File: src/rtl/dcache_arb_pkg.sv
// Shared types and constants for the data-cache bank arbiter.
//   DCacheAcc_t : one cache access (write flag, byte mask, word address, data)
//   arb_e       : per-cycle arbitration outcome used by the top module
//   DC_BANKS / DC_ROW_W : bank count and per-bank row address width
package dcache_arb_pkg;

  localparam int unsigned DC_BANKS = 2;
  localparam int unsigned DC_ROW_W = 9;

  typedef struct packed {
    logic        we;
    logic [3:0]  wm;
    logic [9:0]  addr;
    logic [31:0] data;
  } DCacheAcc_t;

  typedef enum logic [2:0] {
    ARB_IDLE,      // nothing granted
    ARB_MC_ONLY,   // queue empty, MC granted
    ARB_PARALLEL,  // queue head granted, MC (if valid) on the other bank
    ARB_MC_WINS,   // same bank, MC takes it, head waits
    ARB_SQ_FORCED  // same bank, head starved long enough, MC stalled
  } arb_e;

  function automatic logic acc_bank(input logic [9:0] addr);
    return addr[0];
  endfunction

  function automatic logic [DC_ROW_W-1:0] acc_row(input logic [9:0] addr);
    return addr[9:1];
  endfunction

endpackage

File: src/rtl/dcache_store_queue.sv
// In-order core store queue with optional load-conflict CAM.
// Ports:
//   clk_i, rst_i       clock, synchronous active-high reset
//   enq_i, enq_data_i  enqueue request (ignored while full) and entry
//   deq_i              pop head (ignored while empty)
//   head_o             current head entry
//   empty_o, full_o    registered occupancy flags
//   ld_valid_i/ld_addr_i, ld_conflict_o  load-vs-queued-store match
// Macro DCARB_LDCONFLICT_EN enables the conflict comparators; otherwise
// ld_conflict_o is tied low.
module dcache_store_queue
  import dcache_arb_pkg::*;
#(
  parameter int unsigned SQ_DEPTH = 4
) (
  input  logic        clk_i,
  input  logic        rst_i,
  input  logic        enq_i,
  input  DCacheAcc_t  enq_data_i,
  input  logic        deq_i,
  input  logic        ld_valid_i,
  input  logic [9:0]  ld_addr_i,
  output DCacheAcc_t  head_o,
  output logic        empty_o,
  output logic        full_o,
  output logic        ld_conflict_o
);

  localparam int unsigned PTR_W = $clog2(SQ_DEPTH);

  logic [PTR_W-1:0] head_q, head_d, tail_q, tail_d;
  logic [PTR_W:0]   count_q, count_d;
  DCacheAcc_t       mem_q [SQ_DEPTH];
  logic             do_enq, do_deq;

  assign empty_o = (count_q == '0);
  assign full_o  = (count_q == (PTR_W+1)'(SQ_DEPTH));
  assign do_enq  = enq_i && !full_o;
  assign do_deq  = deq_i && !empty_o;
  assign head_o  = mem_q[head_q];

  always_comb begin
    head_d  = head_q + PTR_W'(do_deq);
    tail_d  = tail_q + PTR_W'(do_enq);
    count_d = count_q + (PTR_W+1)'(do_enq) - (PTR_W+1)'(do_deq);
  end

  always_ff @(posedge clk_i) begin
    if (rst_i) begin
      head_q  <= '0;
      tail_q  <= '0;
      count_q <= '0;
    end else begin
      head_q  <= head_d;
      tail_q  <= tail_d;
      count_q <= count_d;
    end
  end

  always_ff @(posedge clk_i) begin
    if (do_enq) mem_q[tail_q] <= enq_data_i;
  end

`ifdef DCARB_LDCONFLICT_EN
  // A slot is live when its distance from the head is below the count.
  always_comb begin
    ld_conflict_o = 1'b0;
    for (int unsigned i = 0; i < SQ_DEPTH; i++) begin
      if (ld_valid_i
          && ((PTR_W+1)'(PTR_W'(i) - head_q) < count_q)
          && (mem_q[i].addr == ld_addr_i)
          && (|mem_q[i].wm))
        ld_conflict_o = 1'b1;
    end
  end
`else
  logic unused_ld;
  assign unused_ld     = ^{ld_valid_i, ld_addr_i};
  assign ld_conflict_o = 1'b0;
`endif

endmodule

File: src/rtl/dcache_bank_arbiter.sv
// Arbitrates the two data-cache SRAM banks (bank = addr[0], row = addr[9:1])
// between the memory-controller port and queued core stores.
// Ports:
//   clk, rst                    clock, synchronous active-high reset
//   IN_mc*/OUT_mcStall/OUT_mcRData  MC access request, stall, read return
//   IN_st*/OUT_stStall          core store request, queue-full stall
//   IN_ldValid/IN_ldAddr/OUT_ldConflict  load vs queued-store conflict
//   OUT_bank*/IN_bankRData      per-bank SRAM port 0 (active-low enables)
// Macro DCARB_LDCONFLICT_EN (see dcache_store_queue) enables OUT_ldConflict.
module dcache_bank_arbiter
  import dcache_arb_pkg::*;
#(
  parameter int unsigned SQ_DEPTH     = 4,
  parameter int unsigned STARVE_LIMIT = 8,
  parameter int unsigned READ_LAT     = 2
) (
  input  logic                                clk,
  input  logic                                rst,
  input  logic                                IN_mcValid,
  input  logic                                IN_mcWe,
  input  logic [3:0]                          IN_mcWm,
  input  logic [9:0]                          IN_mcAddr,
  input  logic [31:0]                         IN_mcData,
  output logic                                OUT_mcStall,
  output logic [31:0]                         OUT_mcRData,
  input  logic                                IN_stValid,
  input  logic [3:0]                          IN_stWm,
  input  logic [9:0]                          IN_stAddr,
  input  logic [31:0]                         IN_stData,
  output logic                                OUT_stStall,
  input  logic                                IN_ldValid,
  input  logic [9:0]                          IN_ldAddr,
  output logic                                OUT_ldConflict,
  output logic [DC_BANKS-1:0]                 OUT_bankNce,
  output logic [DC_BANKS-1:0]                 OUT_bankNwe,
  output logic [DC_BANKS-1:0][DC_ROW_W-1:0]   OUT_bankAddr,
  output logic [DC_BANKS-1:0][31:0]           OUT_bankData,
  output logic [DC_BANKS-1:0][3:0]            OUT_bankWm,
  input  logic [DC_BANKS-1:0][31:0]           IN_bankRData
);

  localparam int unsigned SW = $clog2(STARVE_LIMIT + 1);
  localparam logic [SW-1:0] STARVE_MAX = SW'(STARVE_LIMIT);

  DCacheAcc_t           st_acc, sq_head;
  logic                 sq_empty, sq_full;
  logic                 mc_grant, sq_grant, mc_bank, hd_bank;
  arb_e                 arb;
  logic [SW-1:0]        starve_q, starve_d;
  logic [READ_LAT-1:0]  rbank_q, rbank_d;
  logic                 unused_head_we;

  assign st_acc = '{we: 1'b1, wm: IN_stWm, addr: IN_stAddr, data: IN_stData};

  dcache_store_queue #(.SQ_DEPTH(SQ_DEPTH)) u_sq (
    .clk_i         (clk),
    .rst_i         (rst),
    .enq_i         (IN_stValid),
    .enq_data_i    (st_acc),
    .deq_i         (sq_grant),
    .ld_valid_i    (IN_ldValid),
    .ld_addr_i     (IN_ldAddr),
    .head_o        (sq_head),
    .empty_o       (sq_empty),
    .full_o        (sq_full),
    .ld_conflict_o (OUT_ldConflict)
  );

  assign OUT_stStall    = sq_full;
  assign mc_bank        = acc_bank(IN_mcAddr);
  assign hd_bank        = acc_bank(sq_head.addr);
  assign unused_head_we = sq_head.we;

  // Grants are suppressed during reset so a discarded queue never writes.
  always_comb begin
    arb = ARB_IDLE;
    if (rst)                                   arb = ARB_IDLE;
    else if (sq_empty)                         arb = IN_mcValid ? ARB_MC_ONLY : ARB_IDLE;
    else if (!IN_mcValid || mc_bank != hd_bank) arb = ARB_PARALLEL;
    else if (starve_q < STARVE_MAX)            arb = ARB_MC_WINS;
    else                                       arb = ARB_SQ_FORCED;
  end

  always_comb begin
    mc_grant = (arb == ARB_MC_ONLY) || (arb == ARB_MC_WINS)
            || ((arb == ARB_PARALLEL) && IN_mcValid);
    sq_grant = (arb == ARB_PARALLEL) || (arb == ARB_SQ_FORCED);
    // Only a same-bank loss keeps the queue waiting; every other case
    // either dequeues the head or has an empty queue.
    starve_d = (arb == ARB_MC_WINS) ? starve_q + SW'(1) : '0;
    rbank_d  = (rbank_q << 1) | READ_LAT'(mc_grant && !IN_mcWe && mc_bank);
  end

  assign OUT_mcStall = IN_mcValid && !mc_grant;
  assign OUT_mcRData = IN_bankRData[rbank_q[READ_LAT-1]];

  always_comb begin
    OUT_bankNce  = '1;
    OUT_bankNwe  = '1;
    OUT_bankAddr = '0;
    OUT_bankData = '0;
    OUT_bankWm   = '0;
    if (mc_grant) begin
      OUT_bankNce[mc_bank]  = 1'b0;
      OUT_bankNwe[mc_bank]  = ~IN_mcWe;
      OUT_bankAddr[mc_bank] = acc_row(IN_mcAddr);
      OUT_bankData[mc_bank] = IN_mcData;
      OUT_bankWm[mc_bank]   = IN_mcWm;
    end
    if (sq_grant) begin
      OUT_bankNce[hd_bank]  = 1'b0;
      OUT_bankNwe[hd_bank]  = 1'b0;
      OUT_bankAddr[hd_bank] = acc_row(sq_head.addr);
      OUT_bankData[hd_bank] = sq_head.data;
      OUT_bankWm[hd_bank]   = sq_head.wm;
    end
  end

  always_ff @(posedge clk) begin
    if (rst) begin
      starve_q <= '0;
      rbank_q  <= '0;
    end else begin
      starve_q <= starve_d;
      rbank_q  <= rbank_d;
    end
  end

endmodule
File: config.mk
export PLATFORM = sky130hd
export DESIGN_NAME = dcache_bank_arbiter
export DESIGN_NICKNAME = d
export VERILOG_FILES = /design/src/rtl/dcache_arb_pkg.sv /design/src/rtl/dcache_store_queue.sv /design/src/rtl/dcache_bank_arbiter.sv
export SDC_FILE = /design/constraint.sdc
export NUM_CORES = 1
export LEC_CHECK = 0
export ABC_AREA = 1
export CAP_MARGIN = 40
export CORE_ASPECT_RATIO = 1.5
export CORE_UTILIZATION = 45
export DETAILED_ROUTE_END_ITERATION = 7
export PLACE_DENSITY = 0.86
export REMOVE_ABC_BUFFERS = 1
export SYNTH_ARGS = -nofsm -noshare
export SYNTH_HDL_FRONTEND = slang
export SYNTH_SLANG_ARGS = --single-unit
File: constraint.sdc
create_clock -name clk -period 9.1 [get_ports clk]
set_clock_uncertainty 0.15 [all_clocks]
set_input_delay 0.91 -clock clk [delete_from_list [all_inputs] [get_ports clk]]
set_output_delay 0.91 -clock clk [all_outputs]
set_load 0.02 [all_outputs]
## After elaboration in Yosys (flattened, before gate mapping)

Memory sizes are Yosys's and may differ from the RTL's. A register that Yosys moved wholly into a read port is not among the register bits.
Index checks and enable logic that the tools add are counted.

- Memory bits (writable): 184
- Word-level logic and storage cells: 92
- Memories: 1
- Bits of input ports: 172
- Register bits after elaboration: 13

Memory list:

| memory | words | bits a word | rd ports | clocked after memory_dff | wr ports | RTL line | text |
|---|---|---|---|---|---|---|---|
| u_sq.mem_q | 4 | 46 | 1 | 1 | 1 | dcache_store_queue.sv:33 | `DCacheAcc_t mem_q [SQ_DEPTH];` |

- Muxes and demuxes: 39
- Reduce and logical (&&, ||, !) cells: 19
- Magnitude comparators: 6
- Add/sub/neg operators: 5
- Bitwise logic cells: 11
- Equality and inequality tests: 6

Operators with widths:

| kind | count |
|---|---|
| 32-bit 2-to-1 mux | 4 |
| 64-bit 2-to-1 mux | 2 |
| 64-bit bitwise AND | 1 |
| 64-bit bitwise mux | 1 |
| 32-bit demux with 1-bit select | 2 |
| 18-bit 2-to-1 mux | 2 |
| 18-bit bitwise AND | 1 |
| 18-bit bitwise mux | 1 |
| 9-bit demux with 1-bit select | 2 |
| 9-bit 2-to-1 mux | 2 |
| 8-bit 2-to-1 mux | 2 |
| 3-bit 2-to-1 mux | 4 |
| 2-bit 2-to-1 mux | 5 |
| 8-bit bitwise AND | 1 |
| 8-bit bitwise mux | 1 |
| 4-bit demux with 1-bit select | 2 |
| 1-bit logical AND | 8 |
| 4-bit 2-to-1 mux | 2 |
| 3-bit by 2-bit == test with 1-bit output (second input constant) | 2 |
| 3-bit == test (second input constant) | 2 |
| 1-bit by 2-bit < comparator with 1-bit output (second input constant) | 3 |
| 1-bit zero test | 5 |
| 1-bit 2-to-1 mux | 5 |
| 2-bit by 1-bit adder with 2-bit output | 2 |
| 16 further kinds | 24 |

## Longest topological paths before layout

- Depth in word-level cells: 11
- Depth in mapped cells: 15
- Mapped depth without buffers: 15

## Cells and area by module

From an unflattened synthesis, not the netlist that was laid out.

- Cells, all modules: 925
- Area, all modules: 9,857.0 um2

Modules (own cells, without submodules):

| module | cells an instance | area an instance (um2) | sequential area each (um2) | times used |
|---|---|---|---|---|
| dcache_store_queue | 508 | 7,360.8 | 5,785.5 | 1 |
| dcache_bank_arbiter | 417 | 2,496.1 | 120.1 | 1 |

## Least setup slack after synthesis

OpenSTA, ideal clock, no wires.

- Path type: input -> register
- Start point: input IN_stValid
- End point: memory u_sq.mem_q[0][0] in the netlist's numbering (enable)
- Arrival: 4,241 ps
- Cell stages on the path: 2
- Data required time: 8,443 ps
- Path slack: 4,202 ps
- Setup time: 507 ps
- Cells stage by stage: o21ai_0 > nor3_1

- Cells in the longest elaborated chain, start to end: 3

RTL lines:

| what | RTL line | text |
|---|---|---|
| from (decl) | dcache_bank_arbiter.sv:26 | `input logic IN_stValid,` |
| 1-bit logical AND | dcache_store_queue.sv:38 | `assign do_enq = enq_i && !full_o;` |
| 1-bit 2-to-1 mux | dcache_store_queue.sv:61 | `if (do_enq) mem_q[tail_q] <= enq_data_i;` |
| 1-bit 2-to-1 mux (not written as such) | dcache_store_queue.sv:61 |  |
| to (decl) | dcache_store_queue.sv:33 |  |

No other way between the ends.

==> impl_metrics.py <==
metrics = {
    "clocking": {
        "path_clk_slew_ns": 0.07,
        "cts_buffers": 17,
        "cts_sinks": 197,
        "holdBufCountCts": 0,
        "clockRootBuffer": "clkbuf_16",
        "ctsResizeCount": 0,
        "clock_latency_ns": 0.42,
        "clockBufferDepth": 2,
        "h-tree-depth": 4,
        "post_cts_buffers": 0,
        "cts_tree": "yes",
    },
    "outcome": {
        "status": "complete, no violations",
    },
    "yosys": {
        "synth_cell_types": 30,
        "ys_seq_area_share_pct": 59.4,
        "synth_cells": 1067,
        "syn_avg_cell_area_um2": 9.13,
        "netlist_area_um2": 9740,
        "synth_seq_cells": 197,
        "ys.warnings.count": 0,
    },
    "setup_path": {
        "worstPathMaxFanout": 54,
        "required_ns": 8.04,
        "cp-startpoint": "u_sq.head_q[0]",
        "r2r_slack_ns": 5.59,
        "path_class": "register to output pin",
        "endpoint_kind": "output pin",
        "crit_end": "OUT_bankData[39]",
        "critPathArrivalTime_ns": 4.18,
        "start_kind": "register",
        "reg2reg_depth": 16,
        "r2r_end": "u_sq.count_q[1]",
        "r2r-start": "u_sq.head_q[0]",
    },
    "routing": {
        "drt_iter0_drc": 526,
        "drtAntennaViolNets": 0,
        "vias": 8091,
        "dr.pass1.iters": 5,
        "drc_errors": 0,
        "wire_per_inst_um": 15.8,
        "routed_via_density": 5.02,
        "drt_wl_total_um": 25500,
    },
    "global_routing": {
        "met3_usage_pct": 4.38,
        "gr-total-overflow": 0,
        "grt_pass1_vias": 7799,
        "grt_start_max_net_pins": 91,
        "met2_usage_pct": 41.8,
        "grt_pass1_wl_um": 38800,
        "busiest_layer": "met2",
        "antenna_found_initial": 5,
        "track_usage_pct": 23.0,
        "grt_use_met1_pct": 25.7,
    },
    "final_layout": {
        "seq_area_um2": 5790,
        "nFillCells": 1688,
        "nets": 1502,
        "drive_above_1_share_pct": 7.17,
        "design_area_um2": 13500,
        "fin_cells": 1611,
        "area_growth_pct": 38.2,
        "multi_input_area_um2": 3240,
        "post-route-util_pct": 63.6,
    },
    "floorplanning": {
        "rows": 65,
        "fp.dieArea_um2": 22200,
        "initial_core_util_pct": 46.1,
        "fp.dieH_um": 182,
        "core_area_um2": 21100,
        "pin_count": 301,
        "dieWidth_um": 122,
    },
    "pwr": {
        "peakVddDrop_uv": 175,
        "seqPwrFrac_pct": 41.7,
        "switching_power_mw": 0.870,
        "p_sw_share_pct": 31.8,
        "leakage_nw": 5.60,
        "finalPower_mw": 2.74,
        "powerDensity_nw_per_um2": 203,
        "p_clk_share_pct": 28.1,
        "comb_power_share_pct": 30.3,
        "intPower_mw": 1.87,
    },
    "sta": {
        "max_slew_margin_pct": 39.4,
        "hold_violations": 0,
        "slew_viol_final": 0,
        "hold_slack_ns": 0.257,
        "tightest_slew_ns": 0.900,
        "max_freq_mhz": 191,
        "setup_tns_ns": 0,
        "fin_crit_sh_pct": 57.6,
        "setup_viol": 0,
        "period_needed_ns": 5.24,
        "rsz0062_at_grt": "false",
        "setup_slack_ns": 3.86,
    },
    "run": {
        "maxCapViolCount": 0,
    },
    "place": {
        "place_congestion": 0.803,
        "hpwl_um": 17200,
        "port-buffer-count": 288,
        "place_area_um2": 12800,
        "place_inst": 1575,
        "dpl_worst_slack_ns": 4.29,
    },
    "worst_hold_path": {
        "hold_class": "register to register",
    },
}
logic make-up (layout without fill, tap and decap cells):
kind of cell	count (synthesis)	after routing	share of synthesized area (%)
XOR/XNOR	5	5	0.450
adder cells (fa/ha/maj)	4	4	0.591
buffers and inverters	179	451	7.62
AND/OR/NAND/NOR	512	512	20.6
other	1	5	0.0385
flip-flops	197	197	59.4
multiplexers	32	32	3.70
AO/OA/AOI/OAI	137	137	7.62
layout by cell type, fill, tap and decap left out, drive strengths merged:
master	synthesis	layout
nand2	341	341
clkdlybuf4s50	0	287
edfxtp	184	184
nor2	154	154
inv	115	121
o21ai	91	91
o22ai	45	45
mux2	32	32
clkbuf	39	17
buf	25	17
dfxtp	13	13
nand3	7	7
clkinv	0	6
nor3	5	5
diode	0	4
xnor2	4	4
nand4	3	3
ha	3	3
bufinv	0	3
and2	1	1
or2	1	1
a21oi	1	1
xor2	1	1
fa	1	1
conb	1	1
metal layers:
layer | wire length [µm] | vias to the layer above
met3 | 1320 | 52
met5 | 17 | -
met2 | 13600 | 240
li1 | - | 3994
met1 | 9800 | 3803
met4 | 780 | 2
cell type report:
| cell class | instances | area share, % |
|---|---|---|
| clock buffer | 17 | 3.16 |
| antenna | 4 | 0.0744 |
| timing repair buffer | 304 | 22.5 |
| inverter | 115 | 3.21 |
| sequential | 197 | 43.0 |
| multi-input combinational | 691 | 24.1 |
| tap | 268 | 2.49 |
| clock inverter | 15 | 1.44 |
power groups by stage:
stage,clock [mW],combinational (mW),sequential [mW]
after floorplan,0,0.443,1.17
after global placement,0,0.807,1.16
after detailed placement,0,0.834,1.16
after CTS,0.780,0.838,1.14
after global routing,0.820,0.903,1.15
final,0.769,0.828,1.14
worst max-delay path: stages, from the launching register on:
cell	delay (ns)
dfxtp_4	0.65
buf_4	0.54
inv_2	0.11
nand2_1	0.08
nand3_1	0.09
nand2_2	0.20
nand2_2	0.07
and2_1	0.17
nand3_2	0.07
nand2_1	0.08
nor2_4	0.14
buf_12	0.22
buf_4	0.46
nand2_1	0.10
nand2_1	0.13
clkdlybuf4s50_1	0.63
how the worst min path moves through the flow:
stage,start,endpoint,slack [ns],cells past startpoint
2_1_floorplan,rbank_q[0],rbank_q[1],0.24,2
3_3_place_gp,rbank_q[0],rbank_q[1],0.25,2
3_5_place_dp,rbank_q[0],rbank_q[1],0.25,2
4_1_cts,rbank_q[0],rbank_q[1],0.26,2
5_1_grt,rbank_q[0],rbank_q[1],0.28,2
6_report,rbank_q[0],rbank_q[1],0.26,2
cell usage after synthesis, drive strengths merged:
cell type,number,area [µm²]
nor3,5,25.0
xor2,1,8.76
dfxtp,13,260
a21oi,1,5.00
xnor2,4,35.0
mux2,32,360
edfxtp,184,5530
o22ai,45,282
ha,3,37.5
nand3,7,40.0
inv,115,432
fa,1,20.0
nand2,341,1290
o21ai,91,455
and2,1,6.26
nor2,154,613
nand4,3,18.8
conb,1,3.75
or2,1,6.26
buf,25,164
clkbuf,39,146
flip-flops by register name, indices dropped and copies added (netlist names):
register / flops
starve_q: 4
u_sq.count_q: 3
u_sq.head_q: 2
u_sq.tail_q: 2
u_sq.mem_q: 184
rbank_q: 2
No activity file was read; power rests on OpenSTA's default activity.
